## config.mk

```make
export PLATFORM = sky130hd
export DESIGN_NAME = outlier_index_gen
export DESIGN_NICKNAME = d
export VERILOG_FILES = /design/src/rtl/outlier_index_gen.sv
export SDC_FILE = /design/constraint.sdc
export NUM_CORES = 2
export LEC_CHECK = 0
export BUFFER_PORTS_ARGS = -buffer_cell sky130_fd_sc_hd__clkbuf_2
export CAP_MARGIN = 30
export CORE_MARGIN = 2
export CORE_UTILIZATION = 25
export DETAILED_ROUTE_END_ITERATION = 10
export GPL_TIMING_DRIVEN = 0
export PLACE_DENSITY = 0.39
export SYNTH_ARGS = -nofsm -noshare
export SYNTH_HDL_FRONTEND = slang
export SYNTH_SLANG_ARGS = --single-unit
```

## constraint.sdc

```tcl
create_clock -name clk -period 25.1 [get_ports clk]
set_input_delay 0 -clock clk [delete_from_list [all_inputs] [get_ports clk]]
set_output_delay 0 -clock clk [all_outputs]
set_load 0.03 [all_outputs]
```

## src/rtl/outlier_index_gen.sv

```systemverilog
// Scans a dimm-wide overflow vector SCAN_W lanes per cycle and builds a lane permutation
// (outliers first, inliers last). Define OIG_EXCESS_CNT_EN to enable the excess_cnt counter.
module outlier_index_gen #(
    parameter int unsigned dimm       = 64,
    parameter int unsigned NUM_LR     = 4,
    parameter int unsigned SCAN_W     = 8,
    parameter int unsigned IndexWidth = $clog2(dimm)
) (
    input  logic                       clk,
    input  logic                       rst,
    input  logic                       in_valid,
    output logic                       in_ready,
    input  logic [dimm-1:0]            overflow,
    output logic                       out_valid,
    input  logic                       out_ready,
    output logic [dimm*IndexWidth-1:0] index,
    output logic [IndexWidth:0]        num_outlier,
    output logic                       excess,
    output logic [15:0]                excess_cnt
);

    localparam int unsigned CntW = IndexWidth + 1;

    typedef enum logic [1:0] {IDLE, SCAN, DONE} state_t;

    state_t                state;
    state_t                state_next;
    logic                  accept_c;
    logic                  scan_c;
    logic                  handoff_c;
    logic [dimm-1:0]       shadow;
    logic [IndexWidth-1:0] lane_ptr;
    logic [CntW-1:0]       out_ptr;
    logic [CntW-1:0]       in_ptr;
    logic [CntW-1:0]       out_ptr_next_c;
    logic [CntW-1:0]       in_ptr_next_c;
    logic [IndexWidth-1:0] slot_c [SCAN_W];
    logic [IndexWidth-1:0] idx_q  [dimm];

    // State register
    always_ff @(posedge clk or posedge rst) begin
        if (rst) begin
            state <= IDLE;
        end else begin
            state <= state_next;
        end
    end

    // Next-state and per-cycle control strobes
    always_comb begin
        state_next = state;
        accept_c   = 1'b0;
        scan_c     = 1'b0;
        handoff_c  = 1'b0;
        case (state)
            IDLE: begin
                if (in_valid) begin
                    accept_c   = 1'b1;
                    state_next = SCAN;
                end
            end
            SCAN: begin
                scan_c = 1'b1;
                if (lane_ptr == IndexWidth'(dimm - SCAN_W)) begin
                    state_next = DONE;
                end
            end
            DONE: begin
                if (out_ready) begin
                    handoff_c  = 1'b1;
                    state_next = IDLE;
                end
            end
            default: state_next = IDLE;
        endcase
    end

    assign in_ready  = (state == IDLE);
    assign out_valid = (state == DONE);

    // Destination slot of each lane in the current group: prefix counts of outliers/inliers
    always_comb begin
        out_ptr_next_c = out_ptr;
        in_ptr_next_c  = in_ptr;
        for (int j = 0; j < SCAN_W; j++) begin
            if (shadow[j]) begin
                slot_c[j]      = IndexWidth'(out_ptr_next_c);
                out_ptr_next_c = out_ptr_next_c + CntW'(1);
            end else begin
                slot_c[j]      = IndexWidth'(in_ptr_next_c);
                in_ptr_next_c  = in_ptr_next_c - CntW'(1);
            end
        end
    end

    // Shadow vector, pointers and the index table; results only change during SCAN
    always_ff @(posedge clk or posedge rst) begin
        if (rst) begin
            shadow      <= '0;
            lane_ptr    <= '0;
            out_ptr     <= '0;
            in_ptr      <= '0;
            num_outlier <= '0;
            excess      <= 1'b0;
            for (int s = 0; s < dimm; s++) begin
                idx_q[s] <= '0;
            end
        end else begin
            if (accept_c) begin
                shadow   <= overflow;
                lane_ptr <= '0;
                out_ptr  <= '0;
                in_ptr   <= CntW'(dimm - 1);
            end
            if (scan_c) begin
                shadow      <= shadow >> SCAN_W;
                lane_ptr    <= lane_ptr + IndexWidth'(SCAN_W);
                out_ptr     <= out_ptr_next_c;
                in_ptr      <= in_ptr_next_c;
                num_outlier <= out_ptr_next_c;
                excess      <= (out_ptr_next_c > CntW'(NUM_LR));
                for (int j = 0; j < SCAN_W; j++) begin
                    idx_q[slot_c[j]] <= lane_ptr + IndexWidth'(j);
                end
            end
        end
    end

    for (genvar s = 0; s < dimm; s++) begin : g_index
        assign index[s*IndexWidth +: IndexWidth] = idx_q[s];
    end

`ifdef OIG_EXCESS_CNT_EN
    logic [15:0] cnt_q;

    // Saturating count of handed-off vectors that overflowed the outlier path
    always_ff @(posedge clk or posedge rst) begin
        if (rst) begin
            cnt_q <= '0;
        end else if (handoff_c && excess && (cnt_q != 16'hFFFF)) begin
            cnt_q <= cnt_q + 16'd1;
        end
    end

    assign excess_cnt = cnt_q;
`else
    assign excess_cnt = 16'h0000;
`endif

endmodule

```

# After elaboration in Yosys (flattened, before gate mapping)

Index checks and enable logic that the tools add are counted.

Register bits: 478
Bits of input ports: 68
Word-level logic and storage cells: 200

$add $sub $neg: 24
Order comparisons: 17
Equal/unequal tests: 6
Multiplexer cells: 63
Bitwise operators: 8
Reduce and logical (&&, ||, !) cells: 11

Operator list:

| cell                                                                            | count |
|---|---|
| 384-bit bitwise mux                                                             | 8 |
| 6-bit demux with 6-bit select                                                   | 8 |
| 7-bit two-way mux                                                               | 20 |
| 64-bit two-way mux                                                              | 2 |
| 6-bit two-way mux                                                               | 18 |
| 7-bit by 1-bit adder with 7-bit output, second input constant                   | 8 |
| 7-bit greater-or-equal comparator, second input constant                        | 8 |
| 7-bit by 1-bit < comparator with 1-bit output, second input constant            | 8 |
| 6-bit inverter with 7-bit output                                                | 8 |
| 7-bit by 1-bit subtractor with 7-bit output, second input constant              | 8 |
| 6-bit by 3-bit adder with 6-bit output, second input constant                   | 4 |
| 6-bit by 2-bit adder with 6-bit output, second input constant                   | 2 |
| 1-bit logical AND                                                               | 8 |
| 7-bit by 3-bit greater-than comparator with 1-bit output, second input constant | 1 |
| 6-bit by 1-bit adder with 6-bit output, second input constant                   | 1 |
| 6-bit by 4-bit adder with 6-bit output, second input constant                   | 1 |
| 6-bit == test, second input constant                                            | 1 |
| 2-bit two-way mux                                                               | 3 |
| 2-bit case mux with 3 select lines                                              | 1 |
| 2-bit inequality test, second input constant                                    | 2 |
| 1-bit two-way mux                                                               | 3 |
| 3-bit AND reduction                                                             | 1 |
| 2-bit by 1-bit == test with 1-bit output, second input constant                 | 1 |
| 2-bit == test, second input constant                                            | 1 |
| 3 further kinds                                                                 | 3 |

# Longest topological paths before layout

Depth in word-level cells: 21
Mapped depth: 30
Mapped depth without buffers: 28

# Worst setup path after synthesis

Ideal clock, no wire load.

Kind: flip-flop to flip-flop
From: reg out_ptr[0]
To: reg idx_q, in the netlist index[319]
Data arrival time: 6.352 ns
Required time: 24.975 ns
Slack: 18.623 ns
Stages on the path, launching flop included: 29
Path buffers: 1
Cell sequence: dfrtp_1 ha_1 mux2_2 ha_1 nand2b_1 o21a_1 ha_1 nand2b_1 o221ai_1 inv_1 ha_1 nand2_1 o21ai_0 ha_1 nand2b_1 o21a_1 ha_1 mux2_2 ha_1 nand2_1 or3_1 mux2_2 xnor2_2 nor4_1 a31oi_2 buf_2 o22ai_1 o21ai_2 mux2_2

Longest elaborated chain between the ends: 21

Ends and longest elaborated chain:

| what                                                                                                                     | line | source |
|---|---|---|
| from (decl)                                                                                                              | 33   | `logic [CntW-1:0] out_ptr;` |
| from (signal assigned)                                                                                                   | 118  | `out_ptr <= out_ptr_next_c;` |
| 7-bit by 1-bit adder with 7-bit output                                                                                   | 88   | `out_ptr_next_c = out_ptr_next_c + CntW'(1);` |
| 7-bit two-way mux                                                                                                        | 86   | `if (shadow[j]) begin` |
| 7-bit by 1-bit adder with 7-bit output                                                                                   | 88   |  |
| 7-bit two-way mux                                                                                                        | 86   |  |
| 7-bit by 1-bit adder with 7-bit output                                                                                   | 88   |  |
| 7-bit two-way mux                                                                                                        | 86   |  |
| 7-bit by 1-bit adder with 7-bit output                                                                                   | 88   |  |
| 7-bit two-way mux                                                                                                        | 86   |  |
| [5 not listed]                                                                                                           | -    |  |
| 7-bit two-way mux                                                                                                        | 86   |  |
| 6-bit two-way mux                                                                                                        | 86   |  |
| 6-bit inverter with 7-bit output (implied by the code)                                                                   | 123  | `idx_q[slot_c[j]] <= lane_ptr + IndexWidth'(j);` |
| 7-bit greater-or-equal comparator (implied by the code) or 7-bit by 1-bit < comparator with 1-bit output (tied branches) | 123  |  |
| 1-bit logical AND (implied by the code)                                                                                  | 123  |  |
| 6-bit two-way mux (implied by the code)                                                                                  | 123  |  |
| 6-bit demux with 6-bit select                                                                                            | 123  |  |
| 384-bit bitwise mux *                                                                                                    | 123  |  |
| to (signal, indexed assignment)                                                                                          | 123  |  |
| to (decl)                                                                                                                | 38   | `logic [IndexWidth-1:0] idx_q [dimm];` |

Mark *: on every way between the ends. The rest lies on a longest branch, timed or not.
A chain may end at the register's enable or synchronous reset.

# Worst setup path in the final report

From: reg in_ptr[0]
To: reg idx_q, in the netlist index[41]

Longest elaborated chain between the ends: 21

Ends and longest elaborated chain:

| what                                                                                                                     | line | source |
|---|---|---|
| from (decl)                                                                                                              | 34   | `logic [CntW-1:0] in_ptr;` |
| from (signal assigned)                                                                                                   | 113  | `in_ptr <= CntW'(dimm - 1);` |
| from (signal assigned)                                                                                                   | 119  | `in_ptr <= in_ptr_next_c;` |
| 7-bit by 1-bit subtractor with 7-bit output                                                                              | 91   | `in_ptr_next_c = in_ptr_next_c - CntW'(1);` |
| 7-bit two-way mux                                                                                                        | 86   |  |
| 7-bit by 1-bit subtractor with 7-bit output                                                                              | 91   |  |
| 7-bit two-way mux                                                                                                        | 86   |  |
| 7-bit by 1-bit subtractor with 7-bit output                                                                              | 91   |  |
| 7-bit two-way mux                                                                                                        | 86   |  |
| 7-bit by 1-bit subtractor with 7-bit output                                                                              | 91   |  |
| 7-bit two-way mux                                                                                                        | 86   |  |
| [5 not listed]                                                                                                           | -    |  |
| 7-bit two-way mux                                                                                                        | 86   |  |
| 6-bit two-way mux                                                                                                        | 86   |  |
| 6-bit inverter with 7-bit output (implied by the code)                                                                   | 123  |  |
| 7-bit greater-or-equal comparator (implied by the code) or 7-bit by 1-bit < comparator with 1-bit output (tied branches) | 123  |  |
| 1-bit logical AND (implied by the code)                                                                                  | 123  |  |
| 6-bit two-way mux (implied by the code)                                                                                  | 123  |  |
| 6-bit demux with 6-bit select                                                                                            | 123  |  |
| 384-bit bitwise mux *                                                                                                    | 123  |  |

Marked as above.

==> metrics.cfg <==
[place]
gp_congestion=1.13
dp_hpwl_um=158000
portBuffers=461
dpl_worst_slack_ns=15.79

[worst_setup_path]
required_ns=25.64
start_kind=flop
worstPathArrival_ns=10.16
path_class=reg -> reg
worstSetupEndpointType=flop
crit_path_max_fanout=10
r2r_slack_ns=15.48

[route]
via_count=32500
viasPerCell=5.69
ant_nets=0
first_pass_iters=8
route.detailed.drc=0
wl_um=198000
dr.first_iter.drc_count=3952
wl_per_cell_um=34.6

[cts]
cts_resized=0
numCtsBuffers=60
cts_sinks=474
htree_levels=2
cts.path.max_buffers=3
worstSkewPairLatency_ns=0.68
cts_tree=built
clock_tree.root_cell=clkbuf_16
path_clk_slew_ns=0.07

[layout]
syn_to_final_growth_pct=27.1
layout-drive-gt1-share_pct=24.6
final_cell_mix=nand2_1, dfrtp_1, clkbuf_2
utilization_pct=32.0
layout_commonest_cell=nand2_1
nets=4131
fillers=12900

[grt]
grt_max_degree=114
grt_pass1_wl_um=264000
grt_pass1_vias=30900
grt.total_usage_pct=31.1
overflow=0
antenna_found_initial=19

[synthesis]
synth.cell_area_um2=30200
yosysWarnings=0
ys_seq_elements=474
synth_top_family_by_area=compound AO/OA/AOI/OAI gates
synthFlopType=dfrtp_1
yosys.area_share.simple_pct=17.3
seq_area_frac_synth_pct=39.2
synthXorXnorAreaFrac_pct=4.01
syn_inst=3361
synthAdderAreaFrac_pct=0.579
synth-compound-area-share_pct=24.3
ys_types=119
synth_edf_count=0
async_reset_ff_share_pct=100
avgSynthCellArea_um2=8.99
muxShareOfSynthArea_pct=11.0

[sta]
final.setup.tns_ns=0
fmaxAchievable_mhz=104
rsz0062_at_grt=no
report.final.slew_viol_count=0
whs_ns=0.0828
skew_ns=0.0254
timing.final.ws_setup_ns=15.48
slew_headroom_pct=10.7
tightest_slew_ns=1.34
fin_crit_sh_pct=38.3
min_period_ns=9.62
hold_viol=0
setup_viol=0

[floorplanning]
die_w_um=352
row_count=127
dieArea_um2=124000
design.core.area_um2=120000
io_pins=478
chipHeight_um=352
initial_core_util_pct=25.2

[min_path]
hold_path_class=in -> reg

[job]
cap_violations=0

[status]
status=finished, final reports clean

area by class of cell:
cell class,instances,area (µm²),area share [%]
multi-input cells,2657,17500,45.5
flip-flops and latches,474,11900,30.9
repair buffers,611,3990,10.4
well taps,1612,2020,5.25
clock buffers,85,1750,4.55
plain buffers,196,876,2.28
clock inverters,22,255,0.664
inverters,49,191,0.498
diodes,9,22.5,0.0586
repair_timing:
item                      CTS  global route
buffers inserted            0             0
hold buffers               67             0
hold endpoints to repair  349             0
flip-flops by register name (all words and copies together), names as in the netlist:
| register | count |
|---|---|
| lane_ptr | 3 |
| excess | 1 |
| num_outlier | 7 |
| in_ptr | 6 |
| out_ptr | 7 |
| index | 384 |
| state | 2 |
| shadow | 64 |
cell families (layout without fill, tap and decap cells):
logic type / count (synthesis) / count (layout)
simple gates: 1168 / 1168
compound gates: 1052 / 1052
flops: 474 / 474
mux: 300 / 300
buf+inv: 245 / 963
xor+xnor: 107 / 107
fa+ha+maj: 14 / 14
other cells: 1 / 25
worst paths after layout:
kind / from / to / cells past startpoint
min in group asynchronous: rst / index[89] / 5
worst min register to register: shadow[46] / shadow[38] / 2
worst min-delay path: overflow[57] / shadow[57] / 4
max in group asynchronous: rst / index[148] / 7
worst max-delay path: in_ptr[0] / index[41] / 26
worst max register to register: in_ptr[0] / index[41] / 26
stage by stage:
step	instances	cell area (µm²)
3_5_place_dp	5528	35700
6_report	5715	38400
5_1_grt	5706	38400
3_3_place_gp	5449	34600
2_1_floorplan	3376	30300
4_1_cts	5702	38400
critical path, stage by stage (launching register included):
cell and delay (ns):
dfrtp_1 0.32, buf_2 0.28, clkbuf_1 0.60, inv_1 0.26, ha_1 0.47, or2_2 0.36, a311o_1 0.42, o211a_1 0.34
buf_2 0.24, a31oi_1 0.43, ha_1 0.32, nor2b_1 0.14, or2_1 0.25, buf_4 0.18, ha_1 0.31, nor2b_1 0.17
a21oi_1 0.20, inv_1 0.10, ha_1 0.19, nor2b_1 0.14, xor2_1 0.25, o21ai_1 0.70, nand2_1 0.76, a21oi_1 0.72
nand2_1 0.43, a31oi_2 0.48, mux2_2 0.38
synthesized netlist by cell type, types with 61 or more instances:
library cell    n  area [µm²]
nand2_1       492        1850
nor3_1         80         400
mux2_1         61         687
mux2_2        171        1930
nor2_1        313        1170
mux2i_1        65         651
dfrtp_1       474       11900
a21oi_1       142         711
clkbuf_1      125         469
o21ai_0       286        1430
nand3_1        80         400
o22ai_1        87         544
routing by layer:
metal  GRT usage, %  part of all wire, %  wire length (µm)
met1           41.8                   42             84000
met3           9.76                   11             21300
met2           44.9                   41             81600
met4           15.0                  5.5             10900
met5              0                0.012                24
Power is left out: the tool's default activity adds up to more than one toggle a clock period on the data nets, which glitch-free logic cannot reach.
